--- config.mk ---
export PLATFORM = sky130hd
export DESIGN_NAME = vc_arb_mux_flat
export DESIGN_NICKNAME = d
export VERILOG_FILES = /design/src/rtl/vc_arb_pkg.sv /design/src/rtl/vc_arb_mux_if.sv /design/src/rtl/vc_arb_sel.sv /design/src/rtl/vc_arb_mux.sv /design/src/flat_wrapper.sv
export SDC_FILE = /design/constraint.sdc
export NUM_CORES = 1
export LEC_CHECK = 0
export BUFFER_PORTS_ARGS = -buffer_cell sky130_fd_sc_hd__buf_2
export CAP_MARGIN = 15
export CORE_MARGIN = 3
export CORE_UTILIZATION = 43
export CTS_CLUSTER_DIAMETER = 120
export DETAILED_ROUTE_END_ITERATION = 12
export GPL_TIMING_DRIVEN = 1
export PLACE_DENSITY_LB_ADDON = 0.2
export SLEW_MARGIN = 0
export SYNTH_ARGS = -nofsm -noshare
export SYNTH_HDL_FRONTEND = slang
export SYNTH_SLANG_ARGS = --single-unit
--- constraint.sdc ---
create_clock -name clk -period 1.4 [get_ports clk]
set_input_delay 0.14 -clock clk [delete_from_list [all_inputs] [get_ports clk]]
set_output_delay 0.14 -clock clk [all_outputs]
set_load 0.01 [all_outputs]
--- src/rtl/vc_arb_pkg.sv ---
// Shared constants and helpers for the virtual-channel output multiplexer.
// Optional round-robin arbitration is selected with the VC_ARB_RR_EN macro.
package vc_arb_pkg;

  localparam int unsigned MAX_VC = 8;

  localparam logic [63:0] DATA_RST = '0;
  localparam logic [63:0] CNT_RST  = '0;

  // Index width for n channels; never narrower than one bit.
  function automatic int unsigned clog2(input int unsigned n);
    int unsigned r;
    r = 0;
    while ((64'd1 << r) < 64'(n)) r++;
    return (r == 0) ? 1 : r;
  endfunction

endpackage

--- src/rtl/vc_arb_mux_if.sv ---
// VC-head / destination bundle for vc_arb_mux.
// The master side is the multiplexer; the slave side is the FIFO and destination environment.
interface vc_arb_mux_if
  import vc_arb_pkg::*;
#(
  parameter int unsigned DATA_W = 6,
  parameter int unsigned NUM_VC = 2,
  parameter int unsigned CNT_W  = 8
);
  localparam int unsigned VC_W = clog2(NUM_VC);

  logic [NUM_VC*DATA_W-1:0] data_in;
  logic [NUM_VC-1:0]        valid_in;
  logic [NUM_VC-1:0]        pop;
  logic                     dst_ready;
  logic                     valid_out;
  logic [DATA_W-1:0]        data_out;
  logic [VC_W-1:0]          vc_out;
  logic [NUM_VC*CNT_W-1:0]  xfer_cnt;
  logic                     idle;

  modport master (
    input  data_in, valid_in, dst_ready,
    output pop, valid_out, data_out, vc_out, xfer_cnt, idle
  );

  modport slave (
    output data_in, valid_in, dst_ready,
    input  pop, valid_out, data_out, vc_out, xfer_cnt, idle
  );

endinterface

--- src/rtl/vc_arb_sel.sv ---
// Combinational VC selector: one-hot grant, its index, and any-valid flag.
// With VC_ARB_RR_EN the search starts at ptr; otherwise the lowest valid index wins.
module vc_arb_sel
  import vc_arb_pkg::*;
#(
  parameter int unsigned NUM_VC = 2,
  parameter int unsigned VC_W   = 1
) (
  input  logic [NUM_VC-1:0] valid_in,
  input  logic [VC_W-1:0]   ptr,
  input  logic              enable,
  output logic [NUM_VC-1:0] grant,
  output logic [VC_W-1:0]   idx,
  output logic              any_valid
);

  logic found;

  assign any_valid = |valid_in;

`ifdef VC_ARB_RR_EN
  // Rotating search: first valid VC at or after ptr, wrapping modulo NUM_VC.
  always_comb begin
    found = 1'b0;
    idx   = '0;
    for (int unsigned off = 0; off < NUM_VC; off++) begin
      if (!found && valid_in[(32'(ptr) + off) % NUM_VC]) begin
        found = 1'b1;
        idx   = VC_W'((32'(ptr) + off) % NUM_VC);
      end
    end
  end
`else
  logic unused_ptr;
  assign unused_ptr = ^ptr;

  // Fixed priority: VC0 highest.
  always_comb begin
    found = 1'b0;
    idx   = '0;
    for (int unsigned i = 0; i < NUM_VC; i++) begin
      if (!found && valid_in[i]) begin
        found = 1'b1;
        idx   = VC_W'(i);
      end
    end
  end
`endif

  always_comb begin
    grant = '0;
    for (int unsigned i = 0; i < NUM_VC; i++) begin
      grant[i] = enable && found && (idx == VC_W'(i));
    end
  end

endmodule

--- src/rtl/vc_arb_mux.sv ---
// N-channel VC output multiplexer: pops one FIFO head per load and registers it toward the destination.
// Define VC_ARB_RR_EN for round-robin arbitration; default is strict priority (VC0 highest).
module vc_arb_mux
  import vc_arb_pkg::*;
#(
  parameter int unsigned DATA_W = 6,
  parameter int unsigned NUM_VC = 2,
  parameter int unsigned CNT_W  = 8
) (
  input  logic          clk,
  input  logic          reset,
  vc_arb_mux_if.master  bus
);

  localparam int unsigned VC_W = clog2(NUM_VC);

  if (NUM_VC < 2 || NUM_VC > MAX_VC) begin : g_bad_num_vc
    $error("vc_arb_mux: NUM_VC out of range 2..8");
  end

  logic                 load_en;
  logic                 sel_en;
  logic                 any_valid;
  logic                 granted;
  logic [NUM_VC-1:0]    grant;
  logic [VC_W-1:0]      grant_idx;
  logic [VC_W-1:0]      ptr;
  logic [DATA_W-1:0]    data_sel;

  logic                 valid_q;
  logic [DATA_W-1:0]    data_q;
  logic [VC_W-1:0]      vc_q;
  logic [CNT_W-1:0]     cnt [NUM_VC];

  // Output register is free when empty or being drained; dst_ready is moot while empty.
  assign load_en = !valid_q || bus.dst_ready;
  assign sel_en  = load_en && !reset;
  assign granted = |grant;

  vc_arb_sel #(
    .NUM_VC (NUM_VC),
    .VC_W   (VC_W)
  ) u_sel (
    .valid_in  (bus.valid_in),
    .ptr       (ptr),
    .enable    (sel_en),
    .grant     (grant),
    .idx       (grant_idx),
    .any_valid (any_valid)
  );

  always_comb begin
    data_sel = '0;
    for (int unsigned i = 0; i < NUM_VC; i++) begin
      if (grant[i]) data_sel = bus.data_in[i*DATA_W +: DATA_W];
    end
  end

`ifdef VC_ARB_RR_EN
  // Pointer moves past the winner only on an actual grant.
  always_ff @(posedge clk) begin
    if (reset) begin
      ptr <= '0;
    end else if (granted) begin
      ptr <= (grant_idx == VC_W'(NUM_VC - 1)) ? '0 : grant_idx + VC_W'(1);
    end
  end
`else
  assign ptr = '0;
`endif

  always_ff @(posedge clk) begin
    if (reset) begin
      valid_q <= 1'b0;
      data_q  <= DATA_W'(DATA_RST);
      vc_q    <= '0;
    end else if (load_en) begin
      if (granted) begin
        valid_q <= 1'b1;
        data_q  <= data_sel;
        vc_q    <= grant_idx;
      end else begin
        valid_q <= 1'b0;
        data_q  <= DATA_W'(DATA_RST);
        vc_q    <= '0;
      end
    end
  end

  // Per-VC pop counters, free-running modulo 2^CNT_W.
  always_ff @(posedge clk) begin
    if (reset) begin
      for (int unsigned i = 0; i < NUM_VC; i++) cnt[i] <= CNT_W'(CNT_RST);
    end else begin
      for (int unsigned i = 0; i < NUM_VC; i++) begin
        if (grant[i]) cnt[i] <= cnt[i] + CNT_W'(1);
      end
    end
  end

  for (genvar i = 0; i < NUM_VC; i++) begin : g_cnt_out
    assign bus.xfer_cnt[i*CNT_W +: CNT_W] = cnt[i];
  end

  assign bus.pop       = grant;
  assign bus.valid_out = valid_q;
  assign bus.data_out  = data_q;
  assign bus.vc_out    = vc_q;
  assign bus.idle      = !any_valid && !valid_q;

endmodule

--- src/flat_wrapper.sv ---
// flat-port wrapper written by rule: the top's interface ports become plain ports
module vc_arb_mux_flat import vc_arb_pkg::*;
#(
  parameter int unsigned DATA_W = 6,
  parameter int unsigned NUM_VC = 2,
  parameter int unsigned CNT_W  = 8
)
  (clk, reset, bus_data_in, bus_valid_in, bus_dst_ready, bus_pop, bus_valid_out, bus_data_out, bus_vc_out, bus_xfer_cnt, bus_idle);
  vc_arb_mux_if #(.DATA_W(DATA_W), .NUM_VC(NUM_VC), .CNT_W(CNT_W)) bus_i ();
  input  logic clk;
  input  logic reset;
  input wire logic [$bits(bus_i.data_in)-1:0] bus_data_in;
  input wire logic [$bits(bus_i.valid_in)-1:0] bus_valid_in;
  input wire logic [$bits(bus_i.dst_ready)-1:0] bus_dst_ready;
  output wire logic [$bits(bus_i.pop)-1:0] bus_pop;
  output wire logic [$bits(bus_i.valid_out)-1:0] bus_valid_out;
  output wire logic [$bits(bus_i.data_out)-1:0] bus_data_out;
  output wire logic [$bits(bus_i.vc_out)-1:0] bus_vc_out;
  output wire logic [$bits(bus_i.xfer_cnt)-1:0] bus_xfer_cnt;
  output wire logic [$bits(bus_i.idle)-1:0] bus_idle;
  assign bus_i.data_in = bus_data_in;
  assign bus_i.valid_in = bus_valid_in;
  assign bus_i.dst_ready = bus_dst_ready;
  assign bus_pop = bus_i.pop;
  assign bus_valid_out = bus_i.valid_out;
  assign bus_data_out = bus_i.data_out;
  assign bus_vc_out = bus_i.vc_out;
  assign bus_xfer_cnt = bus_i.xfer_cnt;
  assign bus_idle = bus_i.idle;
  vc_arb_mux #(.DATA_W(DATA_W), .NUM_VC(NUM_VC), .CNT_W(CNT_W)) u_core (.clk(clk), .reset(reset), .bus(bus_i));
endmodule
==> results.ini, run 1 <==
[route]
num_vias=1048
first_pass_iters=4
avgRoutedWirePerCell_um=13.2
drcViolationCount=0
routed_wl_um=2620
antenna_left=0
via_per_inst=5.29
initialDrtViolationCount=8

[critical_path]
cp_max_fo=5
critPathCaptureType=primary output
worstSetupPathType=register to primary output
worstPathRequired_ns=1.26
startpoint_type=register
cp_data_arrival_time_ns=1.21

[cts]
clkTransAtPathRegs_ns=0.14
tritoncts=yes
clock_sinks=24
clockBufferDepth=2
clkLatencyLatePin_ns=0.31
tritoncts.num_buffers=3
htreeDepth=1
root_buffer=clkbuf_4

[synthesis]
syn_area_per_cell_sq_um=10.2
synth_top_area_share_pct=41.0
netlist_top_cells_area=edfxtp_1 41%, dfxtp_1 14%, nor2_1 5.4%, a221oi_1 4.5%, or3_1 3.7%
synth-seq-cells=24
synth_top_family_by_area=simple AND/OR/NAND/NOR gates
synth_xor_area_share_pct=4.48
synthTopCellsByCount=17 x nor2_1, 16 x edfxtp_1, 8 x a21oi_1, 8 x dfxtp_1, 8 x nand3_1
ys_types=24
synthCells=115
syn_area_sq_um=1170
yosys_warnings=0
syn_nets=134
synth-compound-area-share_pct=11.1
synth-seq-area-share_pct=54.6
synthFlopType=edfxtp_1
synth_mux_area_share_pct=0
synth.most_common_cell=nor2_1
synth-adder-area-share_pct=2.13
synth_edf_count=16
synth-async-reset-ratio_pct=0
synthSimpleGateAreaFrac_pct=22.1
synth_top_area_cell=edfxtp_1

[timing]
setup_viol=0
max_slew_margin_pct=72.0
fmax_ghz=0.740
period_needed_ns=1.35
finalCritPeriodShare_pct=96.5
drv_slew=0
fin_setup_tns_ns=0
finalHoldViolCount=0
rsz0062_at_grt=true
skew_ns=0.00533
tightest_slew_ns=0.419

[finish]
drive_above_1_share_pct=38.7
fin_nets=188
syn2layout_area_growth_pct=31.6
fin_util_pct=60.6
fin_area_sq_um=1540
diodes=0

[grt]
antenna_found_initial=0
grt_pass1_vias=1018
grt_max_degree=17
grt_pass1_wl_um=4410
grt_usage_pct=16.3
grt_overflow=0

[floorplanning]
fp.coreArea_sq_um=2540
io_pins=44
fp.dieH_um=58.2
rows=18
die_width_um=58.2
initial_core_util_pct=46.1
fp.dieArea_sq_um=3390

[pwr]
power.static_leakage_nw=0.674
irDropWorstVdd_mv=0.582
finalPower_mw=1.69
power.density_nw_per_um2=1090

[status]
status=completed

[placement]
dp_hpwl_um=2000
placed_area_sq_um=1460
io_buffers=43
finalWeightedCongestion=0.732

[flow_run]
cap_violations=0

[min_path]
min_path_type=input port to register

-- per-stage QoR --
stage	hold WS [ns]	std cells	setup slack, ns
floorplan	0.313	115	0.00990
global placement	0.442	192	0.171
detailed placement	0.447	192	0.106
CTS	0.142	197	0.0136
global route	0.163	198	-0.0106
finish	0.145	198	0.0493
-- timing repair --
item                                    CTS  global route
hold buffers                              0             0
endpoints found under the setup margin    2             3
gates cloned                              0             0
pin swaps                                 0             1
buffers inserted                          1             1
gates resized for setup                   2             2
-- cell type report --
type,instances,area [sq um]
clock inverter,1,30.0
fill,230,1000
timing repair buffer,56,317
tap,30,37.5
inverter,4,15.0
multi-input combinational,80,479
clock buffer,3,22.5
sequential,24,642
-- layout by cell type (no fill, tap or decap), drive strengths merged, types with 3 or more instances in the layout --
| cell type | instances |
|---|---|
| buf | 56 |
| nor2 | 17 |
| edfxtp | 16 |
| a21oi | 8 |
| nand3 | 8 |
| dfxtp | 8 |
| nor3 | 7 |
| or3 | 7 |
| o21ai | 6 |
| a221oi | 6 |
| nand2 | 4 |
| inv | 4 |
| xor2 | 4 |
| clkbuf | 3 |
-- sequential cells by signal, indices dropped and copies added, names as in the netlist --
name and flops:
u_core.bus.data_out 6, u_core.cnt 16, u_core.bus.vc_out 1, u_core.bus.valid_out 1
-- power breakdown --
part	internal (mW)	switching, mW
combinational	0.147	0.168
clock	0.289	0.213
sequential	0.823	0.0452
total	1.26	0.427
-- final timing paths --
path / startpoint / end / slack (ns) / depth (start not counted)
hold reg to reg: u_core.bus.vc_out / u_core.bus.vc_out / 0.47 / 2
setup reg to reg: u_core.cnt[0][0] / u_core.cnt[0][6] / 0.08 / 4
setup / recovery: u_core.bus.valid_out / bus_pop[1] / 0.05 / 4
hold / removal: bus_data_in[7] / u_core.bus.data_out[1] / 0.14 / 3
-- logic make-up after synthesis --
group,after synthesis
AOI/OAI and AO/OA,21
xor gates and xnor gates,6
adders and majority gates,2
buffers and inverters,11
DFF,24
and+or+nand+nor,51
-- critical path, cell delays in order, from the launching register on --
cell,delay [ns]
dfxtp_2,0.35
nor2b_4,0.12
buf_6,0.12
nor3b_2,0.16
buf_2,0.15
-- layer usage --
layer	up-vias	GRT usage [%]	wire length (um)
met5	-	0	0
met4	0	4.97	15
met3	2	2.67	164
met2	33	28.7	1280
met1	493	20.4	1160
li1	520	-	-
(Power assumes the default switching activity.)
==> run 2: changes to the inputs <==
--- a/config.mk
+++ b/config.mk
@@ -7,6 +7,7 @@
 export LEC_CHECK = 0
 export BUFFER_PORTS_ARGS = -buffer_cell sky130_fd_sc_hd__buf_2
 export CAP_MARGIN = 15
+export CORE_ASPECT_RATIO = 0.6
 export CORE_MARGIN = 3
 export CORE_UTILIZATION = 43
 export CTS_CLUSTER_DIAMETER = 120
==> constraint.sdc (replaced) <==
create_clock -name clk -period 1.2 [get_ports clk]
set_input_delay 0.12 -clock clk [delete_from_list [all_inputs] [get_ports clk]]
set_output_delay 0.12 -clock clk [all_outputs]
set_load 0.01 [all_outputs]
==> run 2 against run 1 <==
  * The flow now finishes with violations (negative setup slack)
  * Via count grew 3.4%
  * Clock skew down 0.0042 ns
  * Clock power decreased by 4.2%
  * Critical path depth did not move
  * Routed wire length rose by 18%
  * Core utilization is 11 points higher
  * Flip-flop and latch count did not move
  * First-iteration DRC count rose to 4.6 times the previous value
  * Hold slack gained 0.023 ns
  * Cell area rose by 10%
  * Setup slack worse by 0.14 ns
  * Critical endpoint is now u_core.cnt[0][7]
  * Largest cell class unchanged
  * Highest routed layer unchanged
==> results.ini, run 2 (synthesized netlist as in run 1, its figures left out) <==
[timing]
worst_slack_ns=-0.0899  ; was 0.0493 ns
finalCritPeriodShare_pct=107
finalHoldViolCount=0  ; unchanged
tightest_slew_ns=0.282  ; was 0.419 ns
timing.hold.ws_ns=0.168  ; was 0.145 ns
period_needed_ns=1.29
fin_setup_tns_ns=-0.760  ; was 0 ns
rsz0062_at_grt=true  ; unchanged
max_slew_margin_pct=81.2  ; was 72.0%
setup_viol=18  ; was 0
drv_slew=0  ; unchanged
skew_ns=0.00117  ; was 0.00533 ns
fmax_ghz=0.775

[placement]
io_buffers=43  ; unchanged
dp_hpwl_um=2070  ; was 2000 um
dp.cells=199  ; was 192
finalWeightedCongestion=0.833  ; was 0.732
placed_area_sq_um=1530  ; was 1460 sq um
post-place-ws_ns=-0.0571  ; was 0.106 ns

[pwr]
power.static_leakage_nw=0.731  ; was 0.674 nW
irDropWorstVdd_mv=0.888  ; was 0.582 mV
finalPower_mw=1.95  ; was 1.69 mW
power.density_nw_per_um2=1150  ; was 1090 nW/um^2

[flow_run]
cap_violations=0  ; unchanged

[floorplanning]
initial_core_util_pct=49.4  ; was 46.1%
io_pins=44  ; unchanged
die_width_um=73.4  ; was 58.2 um
fp.dieH_um=46.4  ; was 58.2 um
fp.dieArea_sq_um=3410  ; was 3390 sq um
rows=13  ; was 18
fp.coreArea_sq_um=2370  ; was 2540 sq um

[finish]
largest-register=u_core.cnt  ; unchanged
nFillCells=174  ; was 230
final_common_cell=buf_2  ; unchanged
fin_nets=197  ; was 188
syn2layout_area_growth_pct=45.0  ; was 31.6%
fin_util_pct=71.6  ; was 60.6%
final_cell_mix=43 x buf_2, 19 x buf_4, 16 x edfxtp_1  ; was 43 x buf_2, 17 x nor2_1, 16 x edfxtp_1
drive_above_1_share_pct=51.7  ; was 38.7%
largest_reg_flops=16  ; unchanged
fin_area_sq_um=1700  ; was 1540 sq um
fin_cells=206  ; was 198
diodes=0  ; unchanged

[status]
status=finished with violations  ; was completed
violations=negative setup slack

[critical_path]
worstSetupPathType=register to register  ; was register to primary output
worstPathRequired_ns=1.32  ; was 1.26 ns
cp_max_fo=16  ; was 5
crit_slowest_cell=or3_1  ; was dfxtp_2
critical-path-max-stage-delay_ns=0.36  ; was 0.35 ns
critPathCaptureType=register  ; was primary output
startpoint_type=register  ; unchanged
cp_data_arrival_time_ns=1.41  ; was 1.21 ns
path_delay_family=simple AND/OR/NAND/NOR gates  ; was flip-flops
cp.buffers_inverters=1  ; was 2
crit_path_cell_trace=nor2b_4 > or3_1 > buf_6 > a21oi_1  ; was nor2b_4 > buf_6 > nor3b_2 > buf_2

[cts]
clockBufferDepth=2  ; unchanged
tritoncts.num_buffers=3  ; unchanged
tritoncts=yes  ; unchanged
root_buffer=clkbuf_8  ; was clkbuf_4
htreeDepth=1  ; unchanged
clkLatencyLatePin_ns=0.27  ; was 0.31 ns
hold_buffers=0  ; unchanged
clock_sinks=24  ; unchanged
clkTransAtPathRegs_ns=0.08  ; was 0.14 ns

[route]
routed_wl_um=3110  ; was 2620 um
drcViolationCount=0  ; unchanged
antenna_left=0  ; unchanged
avgRoutedWirePerCell_um=15.1  ; was 13.2 um
num_vias=1084  ; was 1048
first_pass_iters=4  ; unchanged
via_per_inst=5.26  ; was 5.29
initialDrtViolationCount=37  ; was 8

[grt]
grt_pass1_vias=975  ; was 1018
grt_max_degree=17  ; unchanged
grt_overflow=0  ; unchanged
antenna_found_initial=0  ; unchanged
grt_pass1_wl_um=4630  ; was 4410 um
grt_usage_pct=18.3  ; was 16.3%

[min_path]
min_path_type=input port to register  ; unchanged

-- run 2: cell count changes in the layout (fill, tap and decap cells not counted), sizes merged --
cell	previous run	this run
buf	56	65
bufinv	1	0
-- run 2: path summary, 6_finish.rpt --
check,start,to,slack [ns],cells after the start
max,u_core.bus.valid_out,u_core.cnt[0][7],-0.09,4
min reg2reg,u_core.bus.vc_out,u_core.bus.vc_out,0.46,2
min,bus_data_in[9],u_core.bus.data_out[3],0.17,3
max reg2reg,u_core.bus.valid_out,u_core.cnt[0][7],-0.09,4
-- run 2: final cells by class --
class | instances | area, sq um | share of cell area, %
Inverter | 4 | 15.0 | 0.883
Timing Repair Buffer | 65 | 392 | 23.0
Sequential cell | 24 | 642 | 37.7
Clock buffer | 3 | 41.3 | 2.43
Multi-Input combinational cell | 80 | 573 | 33.7
Tap cell | 30 | 37.5 | 2.21
-- run 2: layer usage --
layer	wire [um]	vias to the layer above	track usage, %	share of wire (%)
met5	0	-	0	0
met4	45	0	5.42	1.4
met3	143	6	4.58	4.6
met2	1450	25	29.5	47
met1	1470	515	24.6	47
li1	-	538	-	-
-- run 2: tightest hold or removal path, cell delays in order --
cell	delay [ns]
buf_2	0.08
a221oi_2	0.04
nor3_1	0.14
-- run 2: repair_timing --
| action | CTS | global route |
|---|---|---|
| gates resized for setup | 5 | 14 |
| cloned | 0 | 0 |
| setup endpoints to repair | 18 | 41 |
| buffers inserted | 4 | 2 |
| pin swaps | 3 | 11 |
-- run 2: power by group --
group          leakage (nW)  internal, mW  total (mW)  switching (mW)
Sequential            0.238         0.960        1.01          0.0543
Combinational         0.471         0.222       0.458           0.235
Clock                0.0216         0.225       0.482           0.257
==> run 3: changes to the inputs <==
--- a/config.mk
+++ b/config.mk
@@ -13,7 +13,7 @@
 export CTS_CLUSTER_DIAMETER = 120
 export DETAILED_ROUTE_END_ITERATION = 12
 export GPL_TIMING_DRIVEN = 1
-export PLACE_DENSITY_LB_ADDON = 0.2
+export PLACE_DENSITY_LB_ADDON = 0.15
 export SLEW_MARGIN = 0
 export SYNTH_ARGS = -nofsm -noshare
 export SYNTH_HDL_FRONTEND = slang
==> run 3 against run 2 <==
  * Count of clock-buffer cells in the layout stayed put
  * Global-route usage is 0.056 points lower
  * The flow still finishes with violations (negative setup slack)
  * Sequential power barely moved
  * Largest power group unchanged
  * Power is 5.4% higher
  * Critical path type unchanged
==> results.ini, run 3 (synthesized netlist as in run 1, its figures left out) <==
[cts]
clkLatencyLatePin_ns=0.27  ; about the same
htreeDepth=1  ; unchanged
hold_buffers=0  ; unchanged
tritoncts=yes  ; unchanged
tritoncts.num_buffers=3  ; unchanged
clkTransAtPathRegs_ns=0.09  ; was 0.08 ns
root_buffer=clkbuf_8  ; unchanged
clock_sinks=24  ; unchanged
clockBufferDepth=2  ; unchanged

[floorplanning]
initial_core_util_pct=49.4  ; unchanged
fp.dieArea_sq_um=3410  ; unchanged
fp.dieH_um=46.4  ; unchanged
io_pins=44  ; unchanged
rows=13  ; unchanged
die_width_um=73.4  ; unchanged
fp.coreArea_sq_um=2370  ; unchanged

[grt]
grt_overflow=0  ; unchanged
grt_usage_pct=18.2  ; was 18.3%
grt_max_degree=14  ; was 17
grt_pass1_wl_um=4660  ; was 4630 um
antenna_found_initial=0  ; unchanged
grt_pass1_vias=1010  ; was 975

[route]
first_pass_iters=4  ; unchanged
via_per_inst=5.52  ; was 5.26
num_vias=1149  ; was 1084
initialDrtViolationCount=67  ; was 37
avgRoutedWirePerCell_um=15.4  ; was 15.1 um
routed_wl_um=3200  ; was 3110 um
drcViolationCount=0  ; unchanged
antenna_left=0  ; unchanged

[timing]
fmax_ghz=0.777  ; was 0.775 GHz
worst_slack_ns=-0.0876  ; was -0.0899 ns
setup_viol=18  ; unchanged
skew_ns=0.00643  ; was 0.00117 ns
finalHoldViolCount=0  ; unchanged
period_needed_ns=1.29  ; about the same
finalCritPeriodShare_pct=107  ; about the same
max_slew_margin_pct=84.2  ; was 81.2%
rsz0062_at_grt=true  ; unchanged
timing.hold.ws_ns=0.163  ; was 0.168 ns
fin_setup_tns_ns=-0.718  ; was -0.760 ns
drv_slew=0  ; unchanged
tightest_slew_ns=0.234  ; was 0.282 ns

[critical_path]
worstPathRequired_ns=1.23  ; was 1.32 ns
critPathCaptureType=register  ; unchanged
cp_max_fo=3  ; was 16
worstSetupPathType=register to register  ; unchanged
startpoint_type=register  ; unchanged
cp_data_arrival_time_ns=1.32  ; was 1.41 ns

[finish]
syn2layout_area_growth_pct=59.8  ; was 45.0%
drive_above_1_share_pct=61.8  ; was 51.7%
largest_reg_flops=16  ; unchanged
final_cell_mix=42 x buf_2, 16 x edfxtp_1, 15 x buf_4  ; was 43 x buf_2, 19 x buf_4, 16 x edfxtp_1
fin_util_pct=78.9  ; was 71.6%
fin_nets=198  ; was 197
fin_cells=208  ; was 206
largest-register=u_core.cnt  ; unchanged
final_common_cell=buf_2  ; unchanged
diodes=0  ; unchanged

[placement]
dp.cells=199  ; unchanged
finalWeightedCongestion=0.746  ; was 0.833
post-place-ws_ns=-0.109  ; was -0.0571 ns
io_buffers=43  ; unchanged
dp_hpwl_um=2150  ; was 2070 um

[status]
status=finished with violations  ; unchanged
violations=negative setup slack  ; unchanged

[pwr]
power.static_leakage_nw=0.760  ; was 0.731 nW
power.density_nw_per_um2=1100  ; was 1150 nW/um^2
irDropWorstVdd_mv=0.974  ; was 0.888 mV

[flow_run]
cap_violations=0  ; unchanged

[min_path]
min_path_type=input port to register  ; unchanged

==> run 3: critical path, stage by stage (launching register included) <==
cell and delay, ns:
edfxtp_1 0.40, ha_2 0.24, nand3_2 0.11, xor2_2 0.24
nor2_4 0.06
==> run 3: worst paths after layout <==
path	start	endpoint	slack, ns	cells past startpoint
worst min register to register	u_core.bus.vc_out	u_core.bus.vc_out	0.47	2
worst max register to register	u_core.cnt[0][1]	u_core.cnt[0][4]	-0.09	4
worst min-delay path	bus_data_in[6]	u_core.bus.data_out[0]	0.16	3
worst max-delay path	u_core.cnt[0][1]	u_core.cnt[0][4]	-0.09	4
==> run 3: report_power, final <==
| group | leakage (nW) | switching, mW | internal (mW) | total [mW] |
|---|---|---|---|---|
| registers | 0.238 | 0.0523 | 0.960 | 1.01 |
| logic | 0.499 | 0.287 | 0.268 | 0.555 |
| clock network | 0.0231 | 0.264 | 0.229 | 0.493 |
==> run 3: area by class of cell <==
cell class              count  area, sq um
clock buffers               3         41.3
clock inverters             1         3.75
fillers                   151          502
inverters                   4         15.0
multi-input cells          80          692
flip-flops and latches     24          642
well taps                  30         37.5
repair buffers             66          442
==> run 3: routing by layer <==
metal / track usage, % / share of wire, % / vias up / routed length [um]
met5: 0 / 0 / - / 0
met1: 24.0 / 44 / 568 / 1410
met4: 3.25 / 0.94 / 0 / 30
met2: 30.6 / 50 / 35 / 1590
met3: 5.45 / 5.5 / 4 / 175
li1: - / - / 542 / -
==> run 3: metrics by stage <==
step | area [sq um] | power [mW]
6_report | 1870 | 2.06
4_1_cts | 1680 | 1.97
5_1_grt | 1870 | 2.16
3_3_place_gp | 1530 | 1.41
2_1_floorplan | 1200 | 1.24
3_5_place_dp | 1530 | 1.43
==> run 3: timing repair <==
item / 4_1_cts / 5_1_grt
pin swaps: 3 / 10
gates cloned: 1 / 0
buffers inserted: 4 / 0
endpoints found under the setup margin: 18 / 40
resized for setup: 17 / 41
endpoints found under the hold margin: 0 / 0
